**src/rtl/bm_tile_pkg.sv**
```systemverilog
// Shared maze-grid definitions: tile codes, grid geometry and frame limits
// used by the movers and the move-check scheduler.
package bm_tile_pkg;

  typedef enum logic [1:0] {
    TILE_EMPTY  = 2'd0,
    TILE_COLUMN = 2'd1,
    TILE_BRICK  = 2'd2,
    TILE_BOMB   = 2'd3
  } tile_code_t;

  localparam int unsigned GRID_COLS   = 19;
  localparam int unsigned GRID_ROWS   = 13;
  localparam int unsigned TILE_SHIFT  = 5;
  localparam int unsigned SPRITE_SIZE = 32;

  localparam int unsigned COORD_W     = 11;
  localparam int unsigned CALC_W      = 12;
  localparam int unsigned TILE_ADDR_W = 8;
  localparam int unsigned TILE_CODE_W = 2;

  // Frame limits: a sprite's top-left may range over the whole grid minus one tile.
  localparam int unsigned GRID_X0_DEF = 15;
  localparam int unsigned GRID_Y0_DEF = 48;
  localparam int unsigned MAX_X_OFS   = (GRID_COLS - 1) * SPRITE_SIZE;
  localparam int unsigned MAX_Y_OFS   = (GRID_ROWS - 1) * SPRITE_SIZE;
  localparam int unsigned CORNER_OFS  = SPRITE_SIZE - 1;

  typedef enum logic [2:0] {
    S_IDLE,
    S_SELECT,
    S_ISSUE,
    S_WAIT,
    S_EVAL,
    S_DONE
  } sched_state_t;

  // Everything except an empty tile stops a mover.
  function automatic logic is_blocking(input logic [TILE_CODE_W-1:0] code);
    return tile_code_t'(code) != TILE_EMPTY;
  endfunction

endpackage

```
**src/rtl/tile_addr_calc.sv**
```systemverilog
// Maps a sprite top-left position and corner index to the tile under that
// corner, and flags positions that lie outside the playable frame.
module tile_addr_calc
  import bm_tile_pkg::*;
#(
  parameter int unsigned GRID_X0 = GRID_X0_DEF,
  parameter int unsigned GRID_Y0 = GRID_Y0_DEF
) (
  input  logic signed [COORD_W-1:0]     x_i,
  input  logic signed [COORD_W-1:0]     y_i,
  input  logic        [1:0]             corner_i,
  output logic                          out_of_frame_o,
  output logic        [TILE_ADDR_W-1:0] tile_addr_o
);

  localparam logic signed [CALC_W-1:0] X0         = CALC_W'(GRID_X0);
  localparam logic signed [CALC_W-1:0] Y0         = CALC_W'(GRID_Y0);
  localparam logic signed [CALC_W-1:0] MAX_DX     = CALC_W'(MAX_X_OFS);
  localparam logic signed [CALC_W-1:0] MAX_DY     = CALC_W'(MAX_Y_OFS);
  localparam logic signed [CALC_W-1:0] OFS        = CALC_W'(CORNER_OFS);
  localparam logic signed [CALC_W-1:0] ROW_STRIDE = CALC_W'(GRID_COLS);

  logic signed [CALC_W-1:0] dx, dy, cx, cy, col, row;

  // Corner bit 0 selects the right edge, bit 1 the bottom edge.
  always_comb begin
    dx = CALC_W'(x_i) - X0;
    dy = CALC_W'(y_i) - Y0;
    out_of_frame_o = dx[CALC_W-1] || (dx > MAX_DX) || dy[CALC_W-1] || (dy > MAX_DY);
    cx  = dx + (corner_i[0] ? OFS : '0);
    cy  = dy + (corner_i[1] ? OFS : '0);
    col = cx >>> TILE_SHIFT;
    row = cy >>> TILE_SHIFT;
    tile_addr_o = TILE_ADDR_W'(row * ROW_STRIDE + col);
  end

endmodule

```
**src/rtl/move_check_scheduler.sv**
```systemverilog
// Per-frame sweep that checks every mover's candidate position against the
// tile map through the shared single-port read interface.
module move_check_scheduler
  import bm_tile_pkg::*;
#(
  parameter int unsigned N_MOVERS     = 4,
  parameter int unsigned READ_LATENCY = 1,
  parameter int unsigned GRID_X0      = GRID_X0_DEF,
  parameter int unsigned GRID_Y0      = GRID_Y0_DEF
) (
  input  logic                          clk,
  input  logic                          resetN,
  input  logic                          startOfFrame,
  input  logic [N_MOVERS-1:0]           cand_req,
  input  logic [N_MOVERS*COORD_W-1:0]   cand_x,
  input  logic [N_MOVERS*COORD_W-1:0]   cand_y,
  input  logic                          map_busy,
  output logic                          tile_rd,
  output logic [TILE_ADDR_W-1:0]        tile_addr,
  input  logic [TILE_CODE_W-1:0]        tile_data,
  output logic [N_MOVERS-1:0]           valid_pos,
  output logic                          check_done,
  output logic                          busy
);

  localparam int unsigned IDX_W = $clog2(N_MOVERS + 1);
  localparam int unsigned SEL_W = (N_MOVERS > 1) ? $clog2(N_MOVERS) : 1;
  localparam int unsigned CNT_W = (READ_LATENCY > 1) ? $clog2(READ_LATENCY) : 1;
  localparam int unsigned XY_W  = N_MOVERS * COORD_W;

  sched_state_t                 state_q;
  logic [IDX_W-1:0]             idx_q;
  logic [IDX_W-1:0]             idx_d;
  logic [SEL_W-1:0]             sel;
  logic [1:0]                   k_q;
  logic [CNT_W-1:0]             wait_cnt_q;
  logic [N_MOVERS-1:0]          req_q;
  logic [XY_W-1:0]              x_q;
  logic [XY_W-1:0]              y_q;
  logic [N_MOVERS-1:0]          valid_q;
  logic                         tile_rd_q;
  logic [TILE_ADDR_W-1:0]       tile_addr_q;
  logic                         done_q;
  logic                         busy_q;

  logic signed [COORD_W-1:0]    cur_x;
  logic signed [COORD_W-1:0]    cur_y;
  logic                         cur_oof;
  logic [TILE_ADDR_W-1:0]       cur_addr;

  assign idx_d = idx_q + IDX_W'(1);
  assign sel   = idx_q[SEL_W-1:0];
  assign cur_x = x_q[32'(sel) * COORD_W +: COORD_W];
  assign cur_y = y_q[32'(sel) * COORD_W +: COORD_W];

  tile_addr_calc #(
    .GRID_X0 (GRID_X0),
    .GRID_Y0 (GRID_Y0)
  ) u_addr_calc (
    .x_i            (cur_x),
    .y_i            (cur_y),
    .corner_i       (k_q),
    .out_of_frame_o (cur_oof),
    .tile_addr_o    (cur_addr)
  );

  // Sweep FSM; a new frame pulse always restarts from mover 0, even mid-sweep.
  always_ff @(posedge clk or negedge resetN) begin
    if (!resetN) begin
      state_q     <= S_IDLE;
      idx_q       <= '0;
      k_q         <= '0;
      wait_cnt_q  <= '0;
      req_q       <= '0;
      x_q         <= '0;
      y_q         <= '0;
      valid_q     <= '0;
      tile_rd_q   <= 1'b0;
      tile_addr_q <= '0;
      done_q      <= 1'b0;
      busy_q      <= 1'b0;
    end else begin
      tile_rd_q <= 1'b0;
      done_q    <= 1'b0;
      if (startOfFrame) begin
        req_q   <= cand_req;
        x_q     <= cand_x;
        y_q     <= cand_y;
        idx_q   <= '0;
        k_q     <= '0;
        busy_q  <= 1'b1;
        state_q <= S_SELECT;
      end else begin
        unique case (state_q)
          S_IDLE: ;
          S_SELECT: begin
            if (idx_q == IDX_W'(N_MOVERS)) begin
              done_q  <= 1'b1;
              state_q <= S_DONE;
            end else if (!req_q[sel]) begin
              idx_q <= idx_d;
            end else if (cur_oof) begin
              valid_q[sel] <= 1'b0;
              idx_q        <= idx_d;
            end else begin
              k_q     <= '0;
              state_q <= S_ISSUE;
            end
          end
          S_ISSUE: begin
            if (!map_busy) begin
              tile_rd_q   <= 1'b1;
              tile_addr_q <= cur_addr;
              wait_cnt_q  <= '0;
              state_q     <= S_WAIT;
            end
          end
          // The read is committed once issued; map_busy is ignored here.
          S_WAIT: begin
            if (wait_cnt_q == CNT_W'(READ_LATENCY - 1)) begin
              state_q <= S_EVAL;
            end else begin
              wait_cnt_q <= wait_cnt_q + CNT_W'(1);
            end
          end
          S_EVAL: begin
            if (is_blocking(tile_data)) begin
              valid_q[sel] <= 1'b0;
              idx_q        <= idx_d;
              state_q      <= S_SELECT;
            end else if (k_q == 2'd3) begin
              valid_q[sel] <= 1'b1;
              idx_q        <= idx_d;
              state_q      <= S_SELECT;
            end else begin
              k_q     <= k_q + 2'd1;
              state_q <= S_ISSUE;
            end
          end
          S_DONE: begin
            busy_q  <= 1'b0;
            state_q <= S_IDLE;
          end
          default: begin
            busy_q  <= 1'b0;
            state_q <= S_IDLE;
          end
        endcase
      end
    end
  end

  assign tile_rd    = tile_rd_q;
  assign tile_addr  = tile_addr_q;
  assign valid_pos  = valid_q;
  assign check_done = done_q;
  assign busy       = busy_q;

endmodule
```
**config.mk**
```make
export PLATFORM = sky130hd
export DESIGN_NAME = move_check_scheduler
export DESIGN_NICKNAME = d
export VERILOG_FILES = /design/src/rtl/bm_tile_pkg.sv /design/src/rtl/tile_addr_calc.sv /design/src/rtl/move_check_scheduler.sv
export SDC_FILE = /design/constraint.sdc
export NUM_CORES = 1
export LEC_CHECK = 0
export ABC_AREA = 1
export CORE_UTILIZATION = 50
export CTS_CLUSTER_DIAMETER = 30
export DETAILED_ROUTE_END_ITERATION = 10
export GPL_TIMING_DRIVEN = 0
export PLACE_DENSITY_LB_ADDON = 0.3
export SYNTH_ARGS = -nofsm -noshare
export SYNTH_HDL_FRONTEND = slang
export SYNTH_SLANG_ARGS = --single-unit
export TNS_END_PERCENT = 100
```
**constraint.sdc**
```tcl
create_clock -name clk -period 15.7 [get_ports clk]
set_input_delay 3.14 -clock clk [delete_from_list [all_inputs] [get_ports clk]]
set_output_delay 3.14 -clock clk [all_outputs]
set_load 0.05 [all_outputs]
```
Word level (Yosys, flattened, before mapping)

Index checks and enable logic that the tools add are counted.

Register bits: 116
Input port bits: 98
Output and inout port bits: 15

Add/subtract/negate cells: 8
Multipliers: 2
Magnitude comparators: 4
Eq/ne operators: 24
Shifts and indexed selects: 2
Multiplexer cells: 46
Bitwise gates (word level): 5
Reduce and logical (&&, ||, !) cells: 16

Operators with widths:

| operator                                             | count |
|---|---|
| variable part select 44 x 7 -> 11 bit                | 2 |
| 2-to-1 mux 3 bit                                     | 12 |
| adder 12 x 5 -> 12 bit                               | 2 |
| != test 3 bit, second input constant                 | 8 |
| 2-to-1 mux 4 bit                                     | 5 |
| 2-to-1 mux 2 bit                                     | 8 |
| != test 4 bit, second input constant                 | 4 |
| one-hot mux 3 bit (5 select lines)                   | 1 |
| > comparator 12 x 10 -> 1 bit, second input constant | 1 |
| > comparator 12 x 11 -> 1 bit, second input constant | 1 |
| 2-to-1 mux 1 bit                                     | 12 |
| AND reduction 6 bit                                  | 2 |
| subtractor 11 x 5 -> 12 bit, second input constant   | 1 |
| subtractor 11 x 7 -> 12 bit, second input constant   | 1 |
| 2-to-1 mux 5 bit                                     | 2 |
| != test 2 bit, second input constant                 | 5 |
| adder 8 x 7 -> 8 bit                                 | 1 |
| multiplier 7 x 6 -> 8 bit, second input constant     | 1 |
| one-hot mux 4 bit (2 select lines)                   | 1 |
| equality test 3 x 2 -> 1 bit, second input constant  | 2 |
| equality test 3 bit, second input constant           | 2 |
| multiplier 2 x 4 -> 6 bit, second input constant     | 1 |
| one-hot mux 3 bit (2 select lines)                   | 1 |
| AND reduction 3 bit                                  | 2 |
| 24 further kinds                                     | 29 |

Logic depth before layout (Yosys ltp)

Gate-level depths: netlist of the first run.

Depth after elaboration: 12
Depth in mapped cells: 36

By module

A second synthesis of the first run with hierarchy kept.

Cell total of the unflattened synthesis: 931
Area, all modules: 6967.9 µm²

By module, submodules not included:

| module               | instances | cells each | area each (µm²) | sequential area each (µm²) |
|---|---|---|---|---|
| move_check_scheduler | 1         | 680        | 5372.7          | 2877.8 |
| tile_addr_calc       | 1         | 251        | 1595.3          | 0.0 |

Worst setup path before layout of the first run

No wires, ideal clock.

Path type: register -> register
From: register idx_q[0]
To: register tile_addr_q[7] (netlist: tile_addr[7])
Arrival: 5.008 ns
Path slack: 10.575 ns
Cell stages (with the launch flop): 32
Buffers on the path: 2
Period minus slack after synthesis: 5.125 ns
Cell sequence: dfrtp_1 -> buf_6 -> buf_6 -> o21ai_0 -> nand2_1 -> nand2_2 -> inv_1 -> ha_1 -> nand4_1 -> o21ai_2 -> nand2_1 -> nor2_1 -> nand2_1 -> inv_1 -> nand4_1 -> xor2_1 -> ha_1 -> ha_1 -> inv_1 -> fa_1 -> fa_1 -> inv_1 -> ha_1 -> nand2_1 -> nand2_1 -> a21oi_1 -> xor2_1 -> nand3_1 -> nand2_1 -> nand2_1 -> nand3_1 -> nand2_1

Cells in the longest elaborated chain, start to end: 6

RTL lines:

| item                                  | RTL line                                               | text |
|---|---|---|
| from (decl)                           | move_check_scheduler.sv:32                             | `logic [IDX_W-1:0] idx_q;` |
| from (signal assigned)                | move_check_scheduler.sv:101                            | `idx_q <= idx_d;` |
| from (signal assigned)                | move_check_scheduler.sv:104                            | `idx_q <= idx_d;` |
| from (signal assigned)                | move_check_scheduler.sv:129                            | `idx_q <= idx_d;` |
| multiplier 2 x 4 -> 6 bit (*)         | move_check_scheduler.sv:53, move_check_scheduler.sv:54 |  |
| variable part select 44 x 7 -> 11 bit | move_check_scheduler.sv:54                             | `assign cur_y = y_q[32'(sel) * COORD_W +: COORD_W];` |
| subtractor 11 x 7 -> 12 bit           | tile_addr_calc.sv:28                                   | `dy = CALC_W'(y_i) - Y0;` |
| adder 12 x 5 -> 12 bit                | tile_addr_calc.sv:31                                   | `cy = dy + (corner_i[1] ? OFS : '0);` |
| multiplier 7 x 6 -> 8 bit             | tile_addr_calc.sv:34                                   | `tile_addr_o = TILE_ADDR_W'(row * ROW_STRIDE + col);` |
| adder 8 x 7 -> 8 bit (*)              | tile_addr_calc.sv:34                                   |  |
| to (signal assigned)                  | move_check_scheduler.sv:113                            | `tile_addr_q <= cur_addr;` |
| to (decl)                             | move_check_scheduler.sv:42                             | `logic [TILE_ADDR_W-1:0] tile_addr_q;` |

Mark *: on every way between the ends. The rest lies on a longest branch, timed or not.
A chain may end at the register's enable or synchronous reset.

Worst setup path after layout of the first run

Ends and elaborated chain as after synthesis.

==> results of run 1 <==
-- sequential cells by signal, summed over array words and instances (netlist names), named ones only --
| name | cells |
|---|---|
| x_q | 44 |
| y_q | 44 |
| tile_addr | 8 |
| req_q | 4 |
| idx_q | 3 |
| state_q | 3 |
| k_q | 2 |
| busy | 1 |
| check_done | 1 |
| tile_rd | 1 |
-- worst paths after layout --
path | start | to | slack (ns) | depth (start not counted)
max | idx_q[0] | tile_addr[7] | 9.80 | 31
min | tile_addr[0] | tile_addr[0] | 0.47 | 2
max reg2reg | idx_q[0] | tile_addr[7] | 9.80 | 31
min reg2reg | tile_addr[0] | tile_addr[0] | 0.47 | 2
max in group asynchronous | resetN | x_q[10] | 12.36 | 2
min in group asynchronous | resetN | async pin | 2.67 | 1
-- final cells by class --
class | instances | area (µm²) | area share
flip-flops and latches | 115 | 2880 | 0.315
clock buffers | 19 | 443 | 0.0485
multi-input cells | 712 | 3730 | 0.408
clock inverters | 13 | 206 | 0.0226
well taps | 180 | 225 | 0.0247
plain buffers | 38 | 231 | 0.0253
repair buffers | 112 | 1140 | 0.125
inverters | 73 | 282 | 0.0308
-- logic make-up after synthesis --
family          synth area share
buf+inv                   0.0720
xor+xnor                  0.0327
simple gates               0.332
compound gates            0.0724
flops                      0.404
fa+ha+maj                 0.0864
-- synth_stat cells (2+ instances only) --
master and instances:
sky130_fd_sc_hd__nor3_1 3, sky130_fd_sc_hd__nor2_2 3, sky130_fd_sc_hd__o21ai_1 4, sky130_fd_sc_hd__o211ai_1 9
sky130_fd_sc_hd__xor2_2 3, sky130_fd_sc_hd__ha_1 38, sky130_fd_sc_hd__xnor2_1 8, sky130_fd_sc_hd__nand2_1 431
sky130_fd_sc_hd__buf_1 2, sky130_fd_sc_hd__nand3_1 53, sky130_fd_sc_hd__a21o_1 3, sky130_fd_sc_hd__inv_1 67
sky130_fd_sc_hd__nand3_2 6, sky130_fd_sc_hd__a21oi_1 17, sky130_fd_sc_hd__o31ai_1 4, sky130_fd_sc_hd__nand4_1 7
sky130_fd_sc_hd__nor2_4 4, sky130_fd_sc_hd__nor2_1 25, sky130_fd_sc_hd__dfrtp_1 115, sky130_fd_sc_hd__o21ai_0 28
sky130_fd_sc_hd__buf_2 2, sky130_fd_sc_hd__a31oi_1 2, sky130_fd_sc_hd__inv_2 3, sky130_fd_sc_hd__o21a_1 2
sky130_fd_sc_hd__clkbuf_1 21, sky130_fd_sc_hd__fa_1 7, sky130_fd_sc_hd__nand2_2 20, sky130_fd_sc_hd__buf_4 3
sky130_fd_sc_hd__buf_6 10, sky130_fd_sc_hd__xor2_1 13, sky130_fd_sc_hd__o2111ai_1 4
-- metrics by stage --
step           setup slack [ns]  instances  area (µm²)   util  hold WS, ns
2_1_floorplan             10.57        938        7120      -        0.437
3_3_place_gp               6.96       1229        8460  0.609        0.452
3_5_place_dp               9.90       1230        8490  0.611        0.459
4_1_cts                    9.82       1262        9140  0.658        0.472
5_1_grt                    9.41       1262        9140  0.658        0.484
6_report                   9.80       1262        9140  0.658        0.470
-- critical path, delay by kind of cell, from the launching register on --
kind | cells | cell delay (ns)
flops | 1 | 0.43
xor+xnor | 2 | 0.45
compound gates | 3 | 0.57
buf+inv | 6 | 0.57
simple gates | 14 | 1.51
fa+ha+maj | 6 | 2.23
-- power breakdown --
| group | switching [mW] | internal (mW) | total, mW |
|---|---|---|---|
| sequential | 0.0214 | 0.331 | 0.353 |
| clock | 0.140 | 0.285 | 0.426 |
| combinational | 0.816 | 0.567 | 1.38 |
-- metal layers --
layer | GRT usage | routed length [µm] | up-vias
met5 | 0 | 0 | -
met4 | 0.0941 | 266 | 0
met3 | 0.0606 | 1170 | 22
met2 | 0.418 | 8390 | 241
met1 | 0.380 | 8540 | 2979
li1 | - | - | 3235
==> metrics.txt, run 1 <==
# TYPE chip_impl_metric gauge
chip_impl_metric{name="routed_via_count",unit=""} 6477
chip_impl_info{name="crit_top_cell",value="sky130_fd_sc_hd__nand2_1"} 1
chip_impl_metric{name="setup_viol",unit=""} 0
chip_impl_metric{name="cts_hold_buf",unit=""} 0
chip_impl_metric{name="port_buffers",unit=""} 111
chip_impl_metric{name="yosys.area.top_type_share",unit=""} 0.404
chip_impl_metric{name="gpl.final_weighted_congestion",unit=""} 0.902
chip_impl_metric{name="worst-slew-pin-transition",unit="ns"} 0.843
chip_impl_metric{name="start_util",unit=""} 0.513
chip_impl_metric{name="finalPower",unit="mW"} 2.16
chip_impl_metric{name="floorplan.die.width",unit="µm"} 121
chip_impl_metric{name="seq_area_frac_synth",unit=""} 0.404
chip_impl_metric{name="totalWireLength",unit="mm"} 18.4
chip_impl_metric{name="numCtsBuffers",unit=""} 17
chip_impl_info{name="critPathSlowestCell",value="sky130_fd_sc_hd__fa_1"} 1
chip_impl_metric{name="yosysUniqueCellTypes",unit=""} 52
chip_impl_metric{name="final_antenna_net_count",unit=""} 0
chip_impl_metric{name="max-clock-path-buffers",unit=""} 2
chip_impl_metric{name="area_of_the_core_region",unit="mm²"} 0.0139
chip_impl_metric{name="layout.nets",unit=""} 1212
chip_impl_metric{name="num_antenna_cells",unit=""} 0
chip_impl_metric{name="maximum_number_of_pins_on_one_net_before_global_route_repair",unit=""} 62
chip_impl_metric{name="synth_seq_cells",unit=""} 115
chip_impl_info{name="synth.top_cells.by_area",value="sky130_fd_sc_hd__dfrtp_1 40%, sky130_fd_sc_hd__nand2_1 23%, sky130_fd_sc_hd__ha_1 6.7%"} 1
chip_impl_metric{name="totalNegativeSetupSlack",unit="ns"} 0
chip_impl_info{name="ys_dominant_reg_cell",value="sky130_fd_sc_hd__dfrtp_1"} 1
chip_impl_metric{name="synth-edff-count",unit=""} 0
chip_impl_metric{name="clock_latency",unit="ns"} 0.42
chip_impl_metric{name="synth.cell_area",unit="mm²"} 0.00712
chip_impl_info{name="clk_root_buffer_cell",value="sky130_fd_sc_hd__clkbuf_16"} 1
chip_impl_info{name="final_cell_mix",value="431 x sky130_fd_sc_hd__nand2_1, 115 x sky130_fd_sc_hd__dfrtp_1, 110 x sky130_fd_sc_hd__clkdlybuf4s50_1"} 1
chip_impl_metric{name="p_leak",unit="nW"} 4.65
chip_impl_metric{name="nFillCells",unit=""} 1182
chip_impl_metric{name="cts-resized-gates",unit=""} 0
chip_impl_info{name="worst_setup_path_class",value="reg -> reg"} 1
chip_impl_metric{name="postCtsSetupRepairBufs",unit=""} 0
chip_impl_metric{name="chipHeight",unit="µm"} 121
chip_impl_info{name="critPathLaunchType",value="flop"} 1
chip_impl_metric{name="required",unit="ns"} 16.00
chip_impl_metric{name="io-pin-count",unit=""} 113
chip_impl_metric{name="track_usage",unit=""} 0.273
chip_impl_metric{name="drv_slew",unit=""} 0
chip_impl_info{name="mostFrequentLayoutCell",value="sky130_fd_sc_hd__nand2_1"} 1
chip_impl_metric{name="global_route_wire_length_before_repair",unit="mm"} 30.6
chip_impl_metric{name="first_iter_violations",unit=""} 371
chip_impl_metric{name="hold_viol_final",unit=""} 0
chip_impl_metric{name="max_clock_freq",unit="MHz"} 169
chip_impl_info{name="status",value="completed"} 1
chip_impl_metric{name="ys_async_sr_fraction",unit=""} 1.00
chip_impl_metric{name="syn-mean-instance-area",unit="µm²"} 7.59
chip_impl_info{name="synth_area_leader_cell",value="sky130_fd_sc_hd__dfrtp_1"} 1
chip_impl_metric{name="max-slew-margin-rel",unit=""} 0.438
chip_impl_metric{name="detail_route.drc_violations",unit=""} 0
chip_impl_metric{name="worst-path-max-fanout",unit=""} 10
chip_impl_metric{name="core.rowCount",unit=""} 43
chip_impl_metric{name="drv_cap",unit=""} 0
chip_impl_metric{name="first_global_vias",unit=""} 6211
chip_impl_metric{name="final_layout_size_suffix_gt1_frac",unit=""} 0.0906
chip_impl_metric{name="crit_arrival",unit="ns"} 6.21
chip_impl_metric{name="clock_sink_count",unit=""} 115
chip_impl_metric{name="post-route-min-period",unit="ns"} 5.90
chip_impl_metric{name="post_drt_via_cell_ratio",unit=""} 5.13
chip_impl_metric{name="cts_max_level",unit=""} 4
chip_impl_metric{name="crit_path_max_incr_delay",unit="ns"} 0.54
chip_impl_metric{name="antenna_violations_before_repair",unit=""} 0
chip_impl_info{name="hold_class",value="reg -> reg"} 1
chip_impl_metric{name="vdd.ir_drop.worst",unit="mV"} 0.198
chip_impl_metric{name="dr.pass1.iters",unit=""} 4
chip_impl_metric{name="die_area",unit="mm²"} 0.0147
chip_impl_metric{name="syn_to_final_growth",unit="%"} 28.3
chip_impl_metric{name="detail_routed_net_length_per_standard_cell",unit="µm"} 14.6
chip_impl_info{name="critical_path.endpoint_type",value="flop"} 1
chip_impl_metric{name="global_route.overflow_total",unit=""} 0
chip_impl_metric{name="yosysWarnings",unit=""} 0
chip_impl_metric{name="skew",unit="ns"} 0.00508
chip_impl_metric{name="syn_nets",unit=""} 1081
chip_impl_info{name="tritoncts",value="built"} 1
chip_impl_metric{name="cellPowerDensity",unit="mW/mm²"} 237
chip_impl_metric{name="hpwl",unit="mm"} 13.5
chip_impl_info{name="setup_repair_after_global_routing_missed_its_margin",value="no"} 1
chip_impl_metric{name="finalCritPeriodShare",unit=""} 0.376
chip_impl_metric{name="post_synth_inst_count",unit=""} 938
chip_impl_metric{name="clkSlewWorstSetupHoldPaths",unit="ns"} 0.06
(Power assumes the default switching activity.)
==> run 2: changes to the inputs <==
--- a/config.mk
+++ b/config.mk
@@ -6,7 +6,7 @@
 export NUM_CORES = 1
 export LEC_CHECK = 0
 export ABC_AREA = 1
-export CORE_UTILIZATION = 50
+export CORE_UTILIZATION = 49
 export CTS_CLUSTER_DIAMETER = 30
 export DETAILED_ROUTE_END_ITERATION = 10
 export GPL_TIMING_DRIVEN = 0
==> constraint.sdc (replaced) <==
create_clock -name clk -period 5.4 [get_ports clk]
set_input_delay 1.08 -clock clk [delete_from_list [all_inputs] [get_ports clk]]
set_output_delay 1.08 -clock clk [all_outputs]
set_load 0.05 [all_outputs]
==> run 2 against run 1 <==
Against the previous run:
- highest routed layer unchanged
- critical path depth down 1
- cell area increased by 3.1%
- clock skew up 0.0025 ns
==> metrics.txt, run 2 (synthesized netlist as in run 1, its figures left out) <==
# TYPE chip_impl_metric gauge
chip_impl_metric{name="detail_route.drc_violations",unit=""} 0
chip_impl_metric{name="worst-path-max-fanout",unit=""} 10
chip_impl_metric{name="place_ws",unit="ns"} -0.356
chip_impl_metric{name="routed_via_count",unit=""} 6676
chip_impl_metric{name="global_route.overflow_total",unit=""} 0
chip_impl_info{name="clk_root_buffer_cell",value="sky130_fd_sc_hd__clkbuf_16"} 1
chip_impl_info{name="setup_repair_after_global_routing_missed_its_margin",value="yes"} 1
chip_impl_metric{name="post-route-min-period",unit="ns"} 5.33
chip_impl_metric{name="syn_to_final_growth",unit="%"} 32.3
chip_impl_metric{name="track_usage",unit=""} 0.271
chip_impl_metric{name="finalCritPeriodShare",unit=""} 0.987
chip_impl_metric{name="vdd.ir_drop.worst",unit="mV"} 0.637
chip_impl_metric{name="port_buffers",unit=""} 111
chip_impl_info{name="critPathLaunchType",value="flop"} 1
chip_impl_metric{name="min_delay_path_depth",unit=""} 2
chip_impl_metric{name="max_clock_freq",unit="MHz"} 188
chip_impl_metric{name="core.rowCount",unit=""} 43
chip_impl_metric{name="worst-slew-pin-transition",unit="ns"} 0.815
chip_impl_metric{name="final_antenna_net_count",unit=""} 0
chip_impl_metric{name="numCtsBuffers",unit=""} 17
chip_impl_metric{name="reg2reg_depth",unit=""} 30
chip_impl_metric{name="global_route_wire_length_before_repair",unit="mm"} 30.7
chip_impl_metric{name="num_antenna_cells",unit=""} 0
chip_impl_metric{name="final_layout_size_suffix_gt1_frac",unit=""} 0.132
chip_impl_metric{name="cts_hold_buf",unit=""} 0
chip_impl_metric{name="floorplan.die.width",unit="µm"} 123
chip_impl_info{name="hold_path.startpoint",value="y_q[21]"} 1
chip_impl_info{name="min_to",value="y_q[21]"} 1
chip_impl_metric{name="area_of_the_core_region",unit="mm²"} 0.0140
chip_impl_metric{name="cellPowerDensity",unit="mW/mm²"} 754
chip_impl_metric{name="required",unit="ns"} 5.71
chip_impl_metric{name="final_critical_path_setup_slack",unit="ns"} 0.0688
chip_impl_metric{name="first_iter_violations",unit=""} 485
chip_impl_metric{name="clkSlewWorstSetupHoldPaths",unit="ns"} 0.05
chip_impl_metric{name="layout.nets",unit=""} 1229
chip_impl_metric{name="setup_viol",unit=""} 0
chip_impl_info{name="hold_class",value="reg -> reg"} 1
chip_impl_metric{name="maximum_number_of_pins_on_one_net_before_global_route_repair",unit=""} 67
chip_impl_metric{name="clock_latency",unit="ns"} 0.43
chip_impl_metric{name="chipHeight",unit="µm"} 123
chip_impl_metric{name="hpwl",unit="mm"} 13.7
chip_impl_metric{name="nFillCells",unit=""} 1171
chip_impl_metric{name="hold_viol_final",unit=""} 0
chip_impl_metric{name="worst-r2r-setup-slack",unit="ns"} 0.07
chip_impl_info{name="critical_path.endpoint_type",value="flop"} 1
chip_impl_metric{name="dr.pass1.iters",unit=""} 5
chip_impl_info{name="critPathSlowestCell",value="sky130_fd_sc_hd__fa_1"} 1
chip_impl_metric{name="detail_routed_net_length_per_standard_cell",unit="µm"} 15.0
chip_impl_metric{name="numPlacedInstances",unit=""} 1230
chip_impl_metric{name="p_leak",unit="nW"} 4.73
chip_impl_info{name="tritoncts",value="built"} 1
chip_impl_metric{name="drv_cap",unit=""} 0
chip_impl_metric{name="die_area",unit="mm²"} 0.0150
chip_impl_metric{name="antenna_violations_before_repair",unit=""} 0
chip_impl_info{name="rr_startpoint",value="idx_q[0]"} 1
chip_impl_metric{name="first_global_vias",unit=""} 6343
chip_impl_metric{name="totalNegativeSetupSlack",unit="ns"} 0
chip_impl_metric{name="clock_sink_count",unit=""} 115
chip_impl_metric{name="post_drt_via_cell_ratio",unit=""} 5.22
chip_impl_metric{name="gpl.final_weighted_congestion",unit=""} 0.906
chip_impl_metric{name="final_cell_count_no_fill",unit=""} 1279
chip_impl_metric{name="start_util",unit=""} 0.507
chip_impl_info{name="status",value="completed"} 1
chip_impl_metric{name="io-pin-count",unit=""} 113
chip_impl_metric{name="max-clock-path-buffers",unit=""} 2
chip_impl_metric{name="finalPower",unit="mW"} 7.10
chip_impl_metric{name="max-slew-margin-rel",unit=""} 0.457
chip_impl_info{name="r2r-end",value="tile_addr[7]"} 1
chip_impl_metric{name="cell_area_reported_after_detailed_placement",unit="mm²"} 0.00849
chip_impl_info{name="final_cell_mix",value="421 x sky130_fd_sc_hd__nand2_1, 115 x sky130_fd_sc_hd__dfrtp_1, 110 x sky130_fd_sc_hd__clkdlybuf4s50_1"} 1
chip_impl_metric{name="cts_max_level",unit=""} 4
chip_impl_info{name="worst_setup_path_class",value="reg -> reg"} 1
chip_impl_info{name="crit_top_cell",value="sky130_fd_sc_hd__nand2_2"} 1
chip_impl_info{name="mostFrequentLayoutCell",value="sky130_fd_sc_hd__nand2_1"} 1
chip_impl_metric{name="drv_slew",unit=""} 0
chip_impl_metric{name="crit_path_max_incr_delay",unit="ns"} 0.53
chip_impl_metric{name="skew",unit="ns"} 0.00754
chip_impl_metric{name="final_cell_area",unit="mm²"} 0.00942
chip_impl_metric{name="crit_arrival",unit="ns"} 5.64
chip_impl_metric{name="totalWireLength",unit="mm"} 19.2
run 2: changes by cell type in the layout (fill, tap and decap cells not counted), sizes merged:
| cell | delta |
|---|---|
| inv | +2 |
| bufinv | -3 |
| clkinv | +3 |
| clkinvlp | -2 |
| buf | +17 |
run 2: critical path, delay by kind of cell, from the launching register on:
family / cells / cell delay (ns)
simple gates: 12 / 1.11
fa+ha+maj: 6 / 2.06
compound gates: 3 / 0.52
flops: 1 / 0.43
xor+xnor: 2 / 0.41
buf+inv: 7 / 0.66
run 2: per-layer routing:
layer  GRT usage  part of all wire
met1       0.369              0.44
met2       0.425              0.47
met3      0.0530             0.063
met4       0.102             0.023
met5           0                 0
run 2: report_power, final:
part / switching (mW) / leakage, nW / internal [mW]
registers: 0.0624 / 1.43 / 0.963
clock network: 0.438 / 0.299 / 0.710
logic: 2.84 / 3.01 / 2.09
run 2: how the worst max path moves through the flow:
stage	start	to	slack, ns	cells past startpoint
after floorplan	idx_q[0]	tile_addr[7]	0.27	31
after global placement	resetN	y_q[35]	-1.27	1
after detailed placement	idx_q[1]	tile_addr[7]	-0.36	31
after CTS	idx_q[0]	tile_addr[7]	0.01	31
after global routing	idx_q[1]	tile_addr[7]	-0.21	31
final	idx_q[0]	tile_addr[7]	0.07	30
run 2: layout make-up:
cell class | count | area [µm²] | share of cell area
Inverter | 73 | 289 | 0.0307
Tap cell | 180 | 225 | 0.0239
Timing Repair Buffer | 130 | 1270 | 0.135
Multi-Input combinational cell | 712 | 3890 | 0.413
Clock buffer | 19 | 453 | 0.0481
Buffer | 37 | 256 | 0.0272
Clock inverter | 13 | 149 | 0.0158
Sequential cell | 115 | 2880 | 0.305
run 2: repair_timing:
action                                 4_1_cts  5_1_grt
cloned                                       0        0
setup endpoints to repair                    1        2
endpoints found under the hold margin        0        0
buffers inserted                             7       11
gates resized for setup                     26       21
pin swaps                                   18       24
run 2: through the flow:
step                utilization  hold WS, ns
floorplan                     -        0.437
global placement          0.602        0.452
detailed placement        0.604        0.453
CTS                       0.658        0.467
global route              0.671        0.484
finish                    0.671        0.467
==> run 3: changes to the inputs <==
--- a/config.mk
+++ b/config.mk
@@ -5,8 +5,7 @@
 export SDC_FILE = /design/constraint.sdc
 export NUM_CORES = 1
 export LEC_CHECK = 0
-export ABC_AREA = 1
-export CORE_UTILIZATION = 49
+export CORE_UTILIZATION = 50
 export CTS_CLUSTER_DIAMETER = 30
 export DETAILED_ROUTE_END_ITERATION = 10
 export GPL_TIMING_DRIVEN = 0
==> constraint.sdc (replaced) <==
create_clock -name clk -period 6.6 [get_ports clk]
set_input_delay 1.32 -clock clk [delete_from_list [all_inputs] [get_ports clk]]
set_output_delay 1.32 -clock clk [all_outputs]
set_load 0.05 [all_outputs]
==> run 3 against run 2 <==
Against the previous run:
- worst hold slack better by 0.0028 ns
- cell area down 8.2%
- largest power group unchanged
- highest routed layer unchanged
- area after synthesis down 6.6%
==> metrics.txt, run 3 <==
# TYPE chip_impl_metric gauge
chip_impl_metric{name="antenna_violations_before_repair",unit=""} 0
chip_impl_info{name="final_cell_mix",value="115 x sky130_fd_sc_hd__dfrtp_1, 111 x sky130_fd_sc_hd__clkdlybuf4s50_1, 92 x sky130_fd_sc_hd__mux2_2"} 1
chip_impl_metric{name="synth-edff-count",unit=""} 0
chip_impl_metric{name="synth_seq_cells",unit=""} 115
chip_impl_info{name="worst_setup_path_class",value="reg -> reg"} 1
chip_impl_metric{name="finalPower",unit="mW"} 4.86
chip_impl_metric{name="drv_cap",unit=""} 0
chip_impl_info{name="hold_class",value="reg -> reg"} 1
chip_impl_metric{name="yosysUniqueCellTypes",unit=""} 67
chip_impl_metric{name="cts_max_level",unit=""} 4
chip_impl_info{name="synth_most_common_cell",value="sky130_fd_sc_hd__dfrtp_1"} 1
chip_impl_metric{name="drv_slew",unit=""} 0
chip_impl_metric{name="min_delay_path_depth",unit=""} 2
chip_impl_metric{name="hpwl",unit="mm"} 11.4
chip_impl_metric{name="start_util",unit=""} 0.521
chip_impl_info{name="most_used_standard_cells_in_the_synthesized_netlist",value="115 x sky130_fd_sc_hd__dfrtp_1, 92 x sky130_fd_sc_hd__mux2_2, 38 x sky130_fd_sc_hd__ha_1"} 1
chip_impl_metric{name="final_antenna_net_count",unit=""} 0
chip_impl_metric{name="post_synth_inst_count",unit=""} 526
chip_impl_metric{name="clock_latency",unit="ns"} 0.41
chip_impl_metric{name="layout.nets",unit=""} 801
chip_impl_info{name="critical_path.endpoint_type",value="flop"} 1
chip_impl_metric{name="syn-mean-instance-area",unit="µm²"} 12.6
chip_impl_metric{name="reg2reg_depth",unit=""} 26
chip_impl_metric{name="crit_arrival",unit="ns"} 6.53
chip_impl_info{name="rr_startpoint",value="idx_q[0]"} 1
chip_impl_info{name="tritoncts",value="built"} 1
chip_impl_info{name="r2r-end",value="tile_addr[7]"} 1
chip_impl_metric{name="max_clock_freq",unit="MHz"} 160
chip_impl_metric{name="worst-r2r-setup-slack",unit="ns"} 0.36
chip_impl_info{name="ys_dominant_reg_cell",value="sky130_fd_sc_hd__dfrtp_1"} 1
chip_impl_metric{name="first_global_vias",unit=""} 4984
chip_impl_metric{name="port_buffers",unit=""} 112
chip_impl_info{name="clk_root_buffer_cell",value="sky130_fd_sc_hd__clkbuf_16"} 1
chip_impl_metric{name="vdd.ir_drop.worst",unit="mV"} 0.460
chip_impl_metric{name="max-slew-margin-rel",unit=""} 0.477
chip_impl_info{name="status",value="completed"} 1
chip_impl_metric{name="global_route_wire_length_before_repair",unit="mm"} 24.8
chip_impl_metric{name="totalNegativeSetupSlack",unit="ns"} 0
chip_impl_metric{name="required",unit="ns"} 6.90
chip_impl_info{name="critPathTopFamily",value="adder cells"} 1
chip_impl_metric{name="dr.pass1.iters",unit=""} 4
chip_impl_info{name="critPathLaunchType",value="flop"} 1
chip_impl_metric{name="routed_via_count",unit=""} 4642
chip_impl_metric{name="area_of_the_core_region",unit="mm²"} 0.0128
chip_impl_metric{name="gpl.final_weighted_congestion",unit=""} 0.810
chip_impl_info{name="critPathSlowestCell",value="sky130_fd_sc_hd__mux4_2"} 1
chip_impl_metric{name="ys_async_sr_fraction",unit=""} 1.00
chip_impl_metric{name="skew",unit="ns"} 0.00598
chip_impl_metric{name="cts_hold_buf",unit=""} 0
chip_impl_info{name="crit_path_start",value="idx_q[0]"} 1
chip_impl_metric{name="totalWireLength",unit="mm"} 15.0
chip_impl_metric{name="critical_path_buffers_and_inverters",unit=""} 6
chip_impl_metric{name="timing.hold.ws",unit="ns"} 0.470
chip_impl_metric{name="yosys.area.top_type_share",unit=""} 0.433
chip_impl_metric{name="die_area",unit="mm²"} 0.0138
chip_impl_metric{name="postCtsSetupRepairBufs",unit=""} 0
chip_impl_metric{name="finalCritPeriodShare",unit=""} 0.945
chip_impl_metric{name="syn_nets",unit=""} 669
chip_impl_metric{name="hold_viol_final",unit=""} 0
chip_impl_metric{name="maximum_number_of_pins_on_one_net_before_global_route_repair",unit=""} 69
chip_impl_metric{name="max-clock-path-buffers",unit=""} 2
chip_impl_info{name="min_to",value="tile_addr[2]"} 1
chip_impl_metric{name="first_iter_violations",unit=""} 269
chip_impl_metric{name="cellPowerDensity",unit="mW/mm²"} 562
chip_impl_metric{name="synth.cell_area",unit="mm²"} 0.00665
chip_impl_metric{name="syn_to_final_growth",unit="%"} 30.1
chip_impl_metric{name="global_route.overflow_total",unit=""} 0
chip_impl_metric{name="chipHeight",unit="µm"} 117
chip_impl_metric{name="yosysWarnings",unit=""} 0
chip_impl_metric{name="setup_viol",unit=""} 0
chip_impl_metric{name="detail_route.drc_violations",unit=""} 0
chip_impl_metric{name="core.rowCount",unit=""} 41
chip_impl_metric{name="io-pin-count",unit=""} 113
chip_impl_metric{name="seq_area_frac_synth",unit=""} 0.433
chip_impl_info{name="mostFrequentLayoutCell",value="sky130_fd_sc_hd__dfrtp_1"} 1
chip_impl_metric{name="clock_sink_count",unit=""} 115
chip_impl_metric{name="worst-slew-pin-transition",unit="ns"} 0.785
chip_impl_info{name="hold_path.startpoint",value="tile_addr[2]"} 1
chip_impl_info{name="synth_area_leader_cell",value="sky130_fd_sc_hd__dfrtp_1"} 1
chip_impl_metric{name="floorplan.die.width",unit="µm"} 117
chip_impl_metric{name="track_usage",unit=""} 0.234
chip_impl_info{name="synth.top_cells.by_area",value="sky130_fd_sc_hd__dfrtp_1 43%, sky130_fd_sc_hd__mux2_2 16%, sky130_fd_sc_hd__ha_1 7.1%"} 1
chip_impl_metric{name="post-route-min-period",unit="ns"} 6.24
chip_impl_metric{name="numCtsBuffers",unit=""} 17
chip_impl_metric{name="num_antenna_cells",unit=""} 0
chip_impl_metric{name="detail_routed_net_length_per_standard_cell",unit="µm"} 17.8
chip_impl_info{name="setup_repair_after_global_routing_missed_its_margin",value="no"} 1
chip_impl_metric{name="worst-path-max-fanout",unit=""} 10
chip_impl_metric{name="post_drt_via_cell_ratio",unit=""} 5.51
chip_impl_metric{name="p_leak",unit="nW"} 3.72
chip_impl_metric{name="cts-resized-gates",unit=""} 0
chip_impl_metric{name="clkSlewWorstSetupHoldPaths",unit="ns"} 0.05
chip_impl_metric{name="crit_path_max_incr_delay",unit="ns"} 0.56
chip_impl_metric{name="final_layout_size_suffix_gt1_frac",unit=""} 0.246
run 3: cell count changes after synthesis, sizes merged, moves of 14 or more:
cell	previous run	this run
inv	72	29
mux2	0	94
mux4	0	23
nand2	452	32
nand3	60	11
o21ai	33	17
xnor2	8	22
run 3: cells by family after synthesis:
| kind of cell | after synthesis | share of synthesized area |
|---|---|---|
| buffers and inverters | 51 | 0.0391 |
| multiplexers | 121 | 0.247 |
| adder cells (fa/ha/maj) | 45 | 0.0926 |
| AO/OA/AOI/OAI | 59 | 0.0630 |
| AND/OR/NAND/NOR | 99 | 0.0756 |
| flip-flops | 115 | 0.433 |
| XOR/XNOR | 36 | 0.0497 |
run 3: tightest hold or removal path, delay by kind of cell (launching register included):
family	cells	cell delay, ns
DFF	1	0.34
and+or+nand+nor	2	0.10
run 3: per-layer routing:
layer,up-vias,routed length [µm],track usage
met2,126,7450,0.384
met4,0,316,0.0998
met3,28,568,0.0501
li1,2170,-,-
met1,2318,6660,0.299
met5,-,0,0
run 3: where the power goes:
part           switching (mW)  internal [mW]
registers              0.0548          0.790
logic                    1.58           1.46
clock network           0.313          0.660
run 3: metrics by stage:
step                setup slack (ns)  cell area [µm²]   util  instances
floorplan                      0.877             6650      -        526
global placement              0.0697             7990  0.625        810
detailed placement             0.255             8010  0.627        811
CTS                            0.201             8640  0.677        843
global route                  0.0390             8650  0.677        843
finish                         0.363             8650  0.677        843
run 3: final cells by class:
class / count / area (µm²)
Fill cell: 912 / 4120
Multi-Input combinational cell: 360 / 3520
Sequential cell: 115 / 2880
Timing Repair Buffer: 113 / 1150
Clock buffer: 23 / 478
Tap cell: 172 / 215
Buffer: 22 / 155
Clock inverter: 9 / 151
Inverter: 29 / 109
run 3: how the worst max path moves through the flow:
stage                    to  slack, ns  cells past startpoint
6_report       tile_addr[7]       0.36                     26
5_1_grt        tile_addr[7]       0.04                     26
4_1_cts        tile_addr[7]       0.20                     26
3_5_place_dp   tile_addr[7]       0.26                     26
3_3_place_gp         y_q[8]       0.07                      1
2_1_floorplan  tile_addr[7]       0.88                     26
